<file path="config.mk">
export PLATFORM = sky130hd
export DESIGN_NAME = acc_sched
export DESIGN_NICKNAME = d
export VERILOG_FILES = /design/src/rtl/acc_sched.sv
export SDC_FILE = /design/constraint.sdc
export NUM_CORES = 1
export LEC_CHECK = 0
export BUFFER_PORTS_ARGS = -buffer_cell sky130_fd_sc_hd__buf_2
export CELL_PAD_IN_SITES_DETAIL_PLACEMENT = 1
export CELL_PAD_IN_SITES_GLOBAL_PLACEMENT = 2
export CORE_MARGIN = 2
export CORE_UTILIZATION = 29
export DETAILED_ROUTE_END_ITERATION = 7
export HOLD_SLACK_MARGIN = 0.02
export PLACE_DENSITY_LB_ADDON = 0.1
export SETUP_SLACK_MARGIN = 0.3
export SLEW_MARGIN = 20
export SYNTH_ARGS = -nofsm -noshare
export SYNTH_HDL_FRONTEND = slang
export SYNTH_SLANG_ARGS = --single-unit
</file>
<file path="constraint.sdc">
create_clock -name clk -period 4 [get_ports clk]
set_input_delay 0.6 -clock clk [delete_from_list [all_inputs] [get_ports clk]]
set_output_delay 0.6 -clock clk [all_outputs]
set_load 0.01 [all_outputs]
</file>
<file path="src/rtl/acc_sched.sv">
// acc_sched: round-robin scheduler that shares one accumulator add port among
// NUM_REQ requesters. Each grant lasts at most BURST beats. Every accepted beat
// becomes a registered one-cycle add strobe. Clear requests are serviced only
// between bursts.
// Optional feature: define ACC_SCHED_STATS_EN to build the saturating 16-bit
// beat_count statistic. Without it, beat_count is tied to zero.
module acc_sched #(
  parameter int NUM_REQ   = 4,
  parameter int ADD_WIDTH = 8,
  parameter int BURST     = 4,
  parameter int IDW       = 2
) (
  input  logic                           clk,
  input  logic                           rst,
  input  logic [NUM_REQ-1:0]             req_valid,
  input  logic [NUM_REQ*ADD_WIDTH-1:0]   req_data,
  output logic [NUM_REQ-1:0]             req_ready,
  input  logic                           clr_req,
  output logic                           clr_ack,
  output logic [ADD_WIDTH-1:0]           acc_add_value,
  output logic                           acc_add_en,
  output logic                           acc_clr,
  output logic [IDW-1:0]                 grant_id,
  output logic                           busy,
  output logic [15:0]                    beat_count
);

  localparam int BCW = $clog2(BURST + 1);

  typedef enum logic [1:0] {
    IDLE  = 2'd0,
    GRANT = 2'd1,
    CLEAR = 2'd2
  } state_t;

  state_t                 state_r;
  logic [IDW-1:0]         ptr_r;
  logic [IDW-1:0]         owner_r;
  logic [BCW-1:0]         beat_cnt_r;
  logic [NUM_REQ-1:0]     ready_r;
  logic [ADD_WIDTH-1:0]   add_value_r;
  logic                   add_en_r;
  logic                   clr_r;
  logic                   ack_r;
  logic                   busy_r;

  logic [ADD_WIDTH-1:0]   lane_s [NUM_REQ];
  logic [IDW-1:0]         pick_s;
  logic                   found_s;
  logic [IDW:0]           sum_s;
  logic                   xfer_s;
  logic                   release_s;
  logic [IDW-1:0]         next_ptr_s;

  // Unpack the flat data bus into one lane per requester
  for (genvar g = 0; g < NUM_REQ; g++) begin : g_lane
    assign lane_s[g] = req_data[g*ADD_WIDTH +: ADD_WIDTH];
  end

  // Round-robin search: first valid requester at or after ptr, wrapping
  always_comb begin
    pick_s  = ptr_r;
    found_s = 1'b0;
    sum_s   = {(IDW+1){1'b0}};
    for (int k = 0; k < NUM_REQ; k++) begin
      sum_s = {1'b0, ptr_r} + (IDW+1)'(k);
      if (sum_s >= (IDW+1)'(NUM_REQ)) begin
        sum_s = sum_s - (IDW+1)'(NUM_REQ);
      end else begin
        sum_s = sum_s;
      end
      if (!found_s && req_valid[sum_s[IDW-1:0]]) begin
        pick_s  = sum_s[IDW-1:0];
        found_s = 1'b1;
      end else begin
        pick_s  = pick_s;
      end
    end
  end

  // Transfer/release decode for the current owner and the rotated pointer
  always_comb begin
    xfer_s     = 1'b0;
    release_s  = 1'b0;
    next_ptr_s = owner_r + {{(IDW-1){1'b0}}, 1'b1};
    if (state_r == GRANT) begin
      xfer_s    = req_valid[owner_r] & ready_r[owner_r];
      // The last beat carries a transfer; a dropped valid releases with none
      release_s = ~req_valid[owner_r] | (beat_cnt_r == BCW'(BURST - 1));
    end else begin
      xfer_s    = 1'b0;
      release_s = 1'b0;
    end
    if (owner_r == IDW'(NUM_REQ - 1)) begin
      next_ptr_s = {IDW{1'b0}};
    end else begin
      next_ptr_s = owner_r + {{(IDW-1){1'b0}}, 1'b1};
    end
  end

  // Scheduler FSM with registered grant, strobe and clear outputs
  always_ff @(posedge clk or posedge rst) begin
    if (rst) begin
      state_r     <= IDLE;
      ptr_r       <= {IDW{1'b0}};
      owner_r     <= {IDW{1'b0}};
      beat_cnt_r  <= {BCW{1'b0}};
      ready_r     <= {NUM_REQ{1'b0}};
      add_value_r <= {ADD_WIDTH{1'b0}};
      add_en_r    <= 1'b0;
      clr_r       <= 1'b0;
      ack_r       <= 1'b0;
      busy_r      <= 1'b0;
    end else begin
      add_en_r <= 1'b0;
      clr_r    <= 1'b0;
      ack_r    <= 1'b0;
      case (state_r)
        IDLE: begin
          if (clr_req) begin
            state_r <= CLEAR;
            clr_r   <= 1'b1;
            ack_r   <= 1'b1;
            busy_r  <= 1'b1;
          end else if (|req_valid) begin
            state_r    <= GRANT;
            owner_r    <= pick_s;
            beat_cnt_r <= {BCW{1'b0}};
            ready_r    <= {{(NUM_REQ-1){1'b0}}, 1'b1} << pick_s;
            busy_r     <= 1'b1;
          end else begin
            state_r <= IDLE;
          end
        end
        GRANT: begin
          if (xfer_s) begin
            add_en_r    <= 1'b1;
            add_value_r <= lane_s[owner_r];
            beat_cnt_r  <= beat_cnt_r + {{(BCW-1){1'b0}}, 1'b1};
          end else begin
            beat_cnt_r  <= beat_cnt_r;
          end
          if (release_s) begin
            state_r <= IDLE;
            ptr_r   <= next_ptr_s;
            ready_r <= {NUM_REQ{1'b0}};
            busy_r  <= 1'b0;
          end else begin
            state_r <= GRANT;
          end
        end
        CLEAR: begin
          state_r <= IDLE;
          busy_r  <= 1'b0;
        end
        default: begin
          state_r <= IDLE;
          ready_r <= {NUM_REQ{1'b0}};
          busy_r  <= 1'b0;
        end
      endcase
    end
  end

  assign req_ready     = ready_r;
  assign acc_add_value = add_value_r;
  assign acc_add_en    = add_en_r;
  assign acc_clr       = clr_r;
  assign clr_ack       = ack_r;
  assign grant_id      = owner_r;
  assign busy          = busy_r;

`ifdef ACC_SCHED_STATS_EN
  logic [15:0] beat_count_r;

  // Saturating accepted-beat counter, zeroed on entry to CLEAR
  always_ff @(posedge clk or posedge rst) begin
    if (rst) begin
      beat_count_r <= 16'h0000;
    end else if (state_r == IDLE && clr_req) begin
      beat_count_r <= 16'h0000;
    end else if (xfer_s && beat_count_r != 16'hFFFF) begin
      beat_count_r <= beat_count_r + 16'h0001;
    end else begin
      beat_count_r <= beat_count_r;
    end
  end

  assign beat_count = beat_count_r;
`else
  assign beat_count = 16'h0000;
`endif

endmodule
</file>
==> out/qor.txt <==
slowest cell on the critical path - dfrtp_1
Die ar. - 5850 um2
clock sink count - 23
RSZ-0062 raised after global routing - false
pin count of the biggest net entering global routing - 24
TNS Setup - 0 ps
Die Y-Extent - 76.5 um
CTS tree - built
setup bufs post-CTS - 0
Tot Pwr - 1.17 mW
share of cells above drive strength 1 - 0.424
Leak - 0.902 nW
Final Wtd Congestion - 0.785
flop2flop setup slack - 1740 ps
Clock Tree Buf Depth - 2
Post-Synth Simple-Gate Area - 0.113
final hold violations - 0
Layout Nets - 227
worst stage delay on the critical path - 800 ps
overall routing resource usage - 0.142
root buf cell - clkbuf_8
min Tclk post-route - 2260 ps
GR Layer Usage met1 - 0.182
Vias - 1216
crit start category - register
first-pass GRT wire length - 6620 um
routed wire length per instance - 15.7 um
crit path capture type - register
CTS Hold Buffers Added - 0
worst vdd ir - 0.169 mV
max frequency - 0.442 GHz
Post-DRT Antenna Nets - 0
Critical Path RT - 4140 ps
dpl hpwl - 3210 um
mux share of post-synthesis cell area - 0.248
main combinational cell family by area after synthesis - multiplexers
Final setup viols - 0
CTS HTree Levels - 1
Initial Util - 0.300
kind of critical path - register to register
initial DRC count - 23
R2R Path End - acc_add_value[7]
CP Max Fanout - 16
Reg2Reg Launch Point - grant_id[1]
WP data arrival - 2410 ps
Cells after Synth - 133
grt met2 use - 0.234
P per Cell Area - 640 nW/um2
Hold Crit Depth - 1
Seq/Total Area, Yosys - 0.378
Worst Hold Launch - acc_add_value[7]
chip width - 76.5 um
outcome - finished clean
I/O pin total - 73
DRC - 0
gr busiest metal - met2
Slew Viols, Final - 0
drt pass-1 iters - 4
grt met3 use - 0.0438
compound-gate portion of the synthesized area - 0.106
synthesis-to-finish area growth - 19.7%
Post-Syn Area - 1520 um2
#FFs+latches synth - 23
relative slew slack - 0.407
row cnt - 26
skew final - 2.18 ps
Worst Hold End - acc_add_value[7]
register clock-pin slew on the reported worst setup and hold paths - 80 ps
Synth Area in XOR/XNOR - 0
worst hold path class - register to register
CTS Buf Count - 3
max_cap viols - 0
vias in the first global route - 1247
R2R depth - 4
ANT cells - 0
Adder-Cell Fraction of Synth Area - 0.0247
Total Wirelength - 3980 um
Slew @ Worst Pin - 888 ps
Ys Warns - 0
initial antenna violation count - 0
PortBufs - 56
Post-Syn Area per Cell - 11.4 um2
grt ovf - 0
Post-CTS Resized - 0
core area - 5070 um2
post-synthesis cell type count - 37
Clk Latency, worst-skew pair - 260 ps
cell chain of the critical path - mux2i_1, or4_1, and2_4, mux2_1
final period utilization - 0.566
Vias/cell - 4.79
[kinds of logic after synthesis]
| group | Yosys count |
|---|---|
| AO/OA/AOI/OAI | 23 |
| adder cells (fa/ha/maj) | 3 |
| flip-flops | 23 |
| other | 1 |
| buffers and inverters | 31 |
| AND/OR/NAND/NOR | 29 |
| multiplexers | 23 |
[state kept, by name (all words and copies together) (netlist names)]
signal and cells:
grant_id 2, ptr_r 2, clr_ack 1, req_ready 4, beat_cnt_r 3, acc_add_value 8, acc_add_en 1, state_r 1
busy 1
[area by class of cell]
cell class	instances	area, um2
clock buffers	4	45.0
fillers	616	3250
inverters	7	26.3
multi-input cells	94	808
flip-flops and latches	23	576
well taps	70	87.6
repair buffers	56	280
[worst max-delay path: cells and delay by family (launching register included)]
kind	cells	cell delay (ps)
multiplexers	2	480
AND/OR/NAND/NOR	2	860
flip-flops	1	800
[cells in the final DEF (no fill, tap or decap), types with 2 or more instances in the layout]
master | Yosys | final
mux2_1 | 2 | 2
ha_1 | 3 | 3
dfrtp_1 | 23 | 23
or4_1 | 2 | 2
nor2b_1 | 4 | 4
mux2_2 | 2 | 2
clkbuf_8 | 0 | 3
buf_2 | 3 | 56
a21oi_1 | 6 | 6
mux2i_1 | 4 | 4
mux2_4 | 6 | 6
nor2_1 | 8 | 8
nand4_1 | 5 | 5
o22a_1 | 2 | 2
o21ai_0 | 3 | 3
a22o_1 | 2 | 2
o2bb2ai_1 | 2 | 2
mux4_2 | 9 | 9
nor3b_1 | 2 | 2
conb_1 | 1 | 16
inv_1 | 7 | 7
o221ai_1 | 2 | 2
nor4_1 | 2 | 2
[synth_stat cells (all sizes together)]
cell type  number  area, um2
o2bb2ai         2       17.5
ha              3       37.5
a311oi          1       8.76
dfrtp          23        576
nand4           5       31.3
o211ai          1       7.51
buf            22        161
nand2           1       3.75
nand2b          1       13.8
o21bai          1       7.51
o221ai          2       17.5
a21boi          1       7.51
o22a            2       17.5
o22ai           1       6.26
nor2b           4       25.0
and2            1       8.76
o41ai           1       8.76
mux4            9        203
nor3            1       5.00
a21oi           6       30.0
nand3           1       5.00
o21ai           3       15.0
nor2            8       30.0
mux2i           4       40.0
conb            1       3.75
or4             2       15.0
inv             7       26.3
mux2           10        135
a22o            2       17.5
nor3b           2       15.0
clkbuf          2       7.51
nor4            2       12.5
or3             1       6.26
[metal layers]
metal  part of all wire  vias to the layer above
met4             0.0068                        0
met2               0.52                       42
met1               0.41                      607
met5                  0                        -
li1                   -                      565
met3              0.071                        2
[worst max-delay path by stage]
| stage | from | to | slack [ps] | cells after the start |
|---|---|---|---|---|
| after detailed placement | grant_id[0] | acc_add_value[7] | 1710 | 4 |
| after CTS | grant_id[0] | acc_add_value[7] | 1700 | 4 |
| after global routing | grant_id[0] | acc_add_value[7] | 1500 | 4 |
| final | grant_id[1] | acc_add_value[7] | 1740 | 4 |
| after global placement | grant_id[0] | acc_add_value[0] | 1790 | 4 |
| after floorplan | grant_id[1] | acc_add_value[1] | 2010 | 7 |
[per-stage QoR]
step | instance area [um2] | cells | hold WS, ps | setup slack, ps | util
after detailed placement | 1780 | 250 | 494 | 1710 | 0.350
after global placement | 1780 | 250 | 488 | 1790 | 0.350
after global routing | 1820 | 254 | 533 | 1500 | 0.359
after CTS | 1820 | 254 | 516 | 1700 | 0.359
after floorplan | 1580 | 148 | 495 | 2010 | -
final | 1820 | 254 | 512 | 1740 | 0.359
[where the power goes]
part           internal (mW)  leakage, nW  switching [mW]
combinational          0.302        0.589           0.238
clock                 0.0710       0.0228          0.0727
sequential             0.331        0.290           0.151
total                  0.704        0.902           0.462
(Power assumes the default switching activity.)
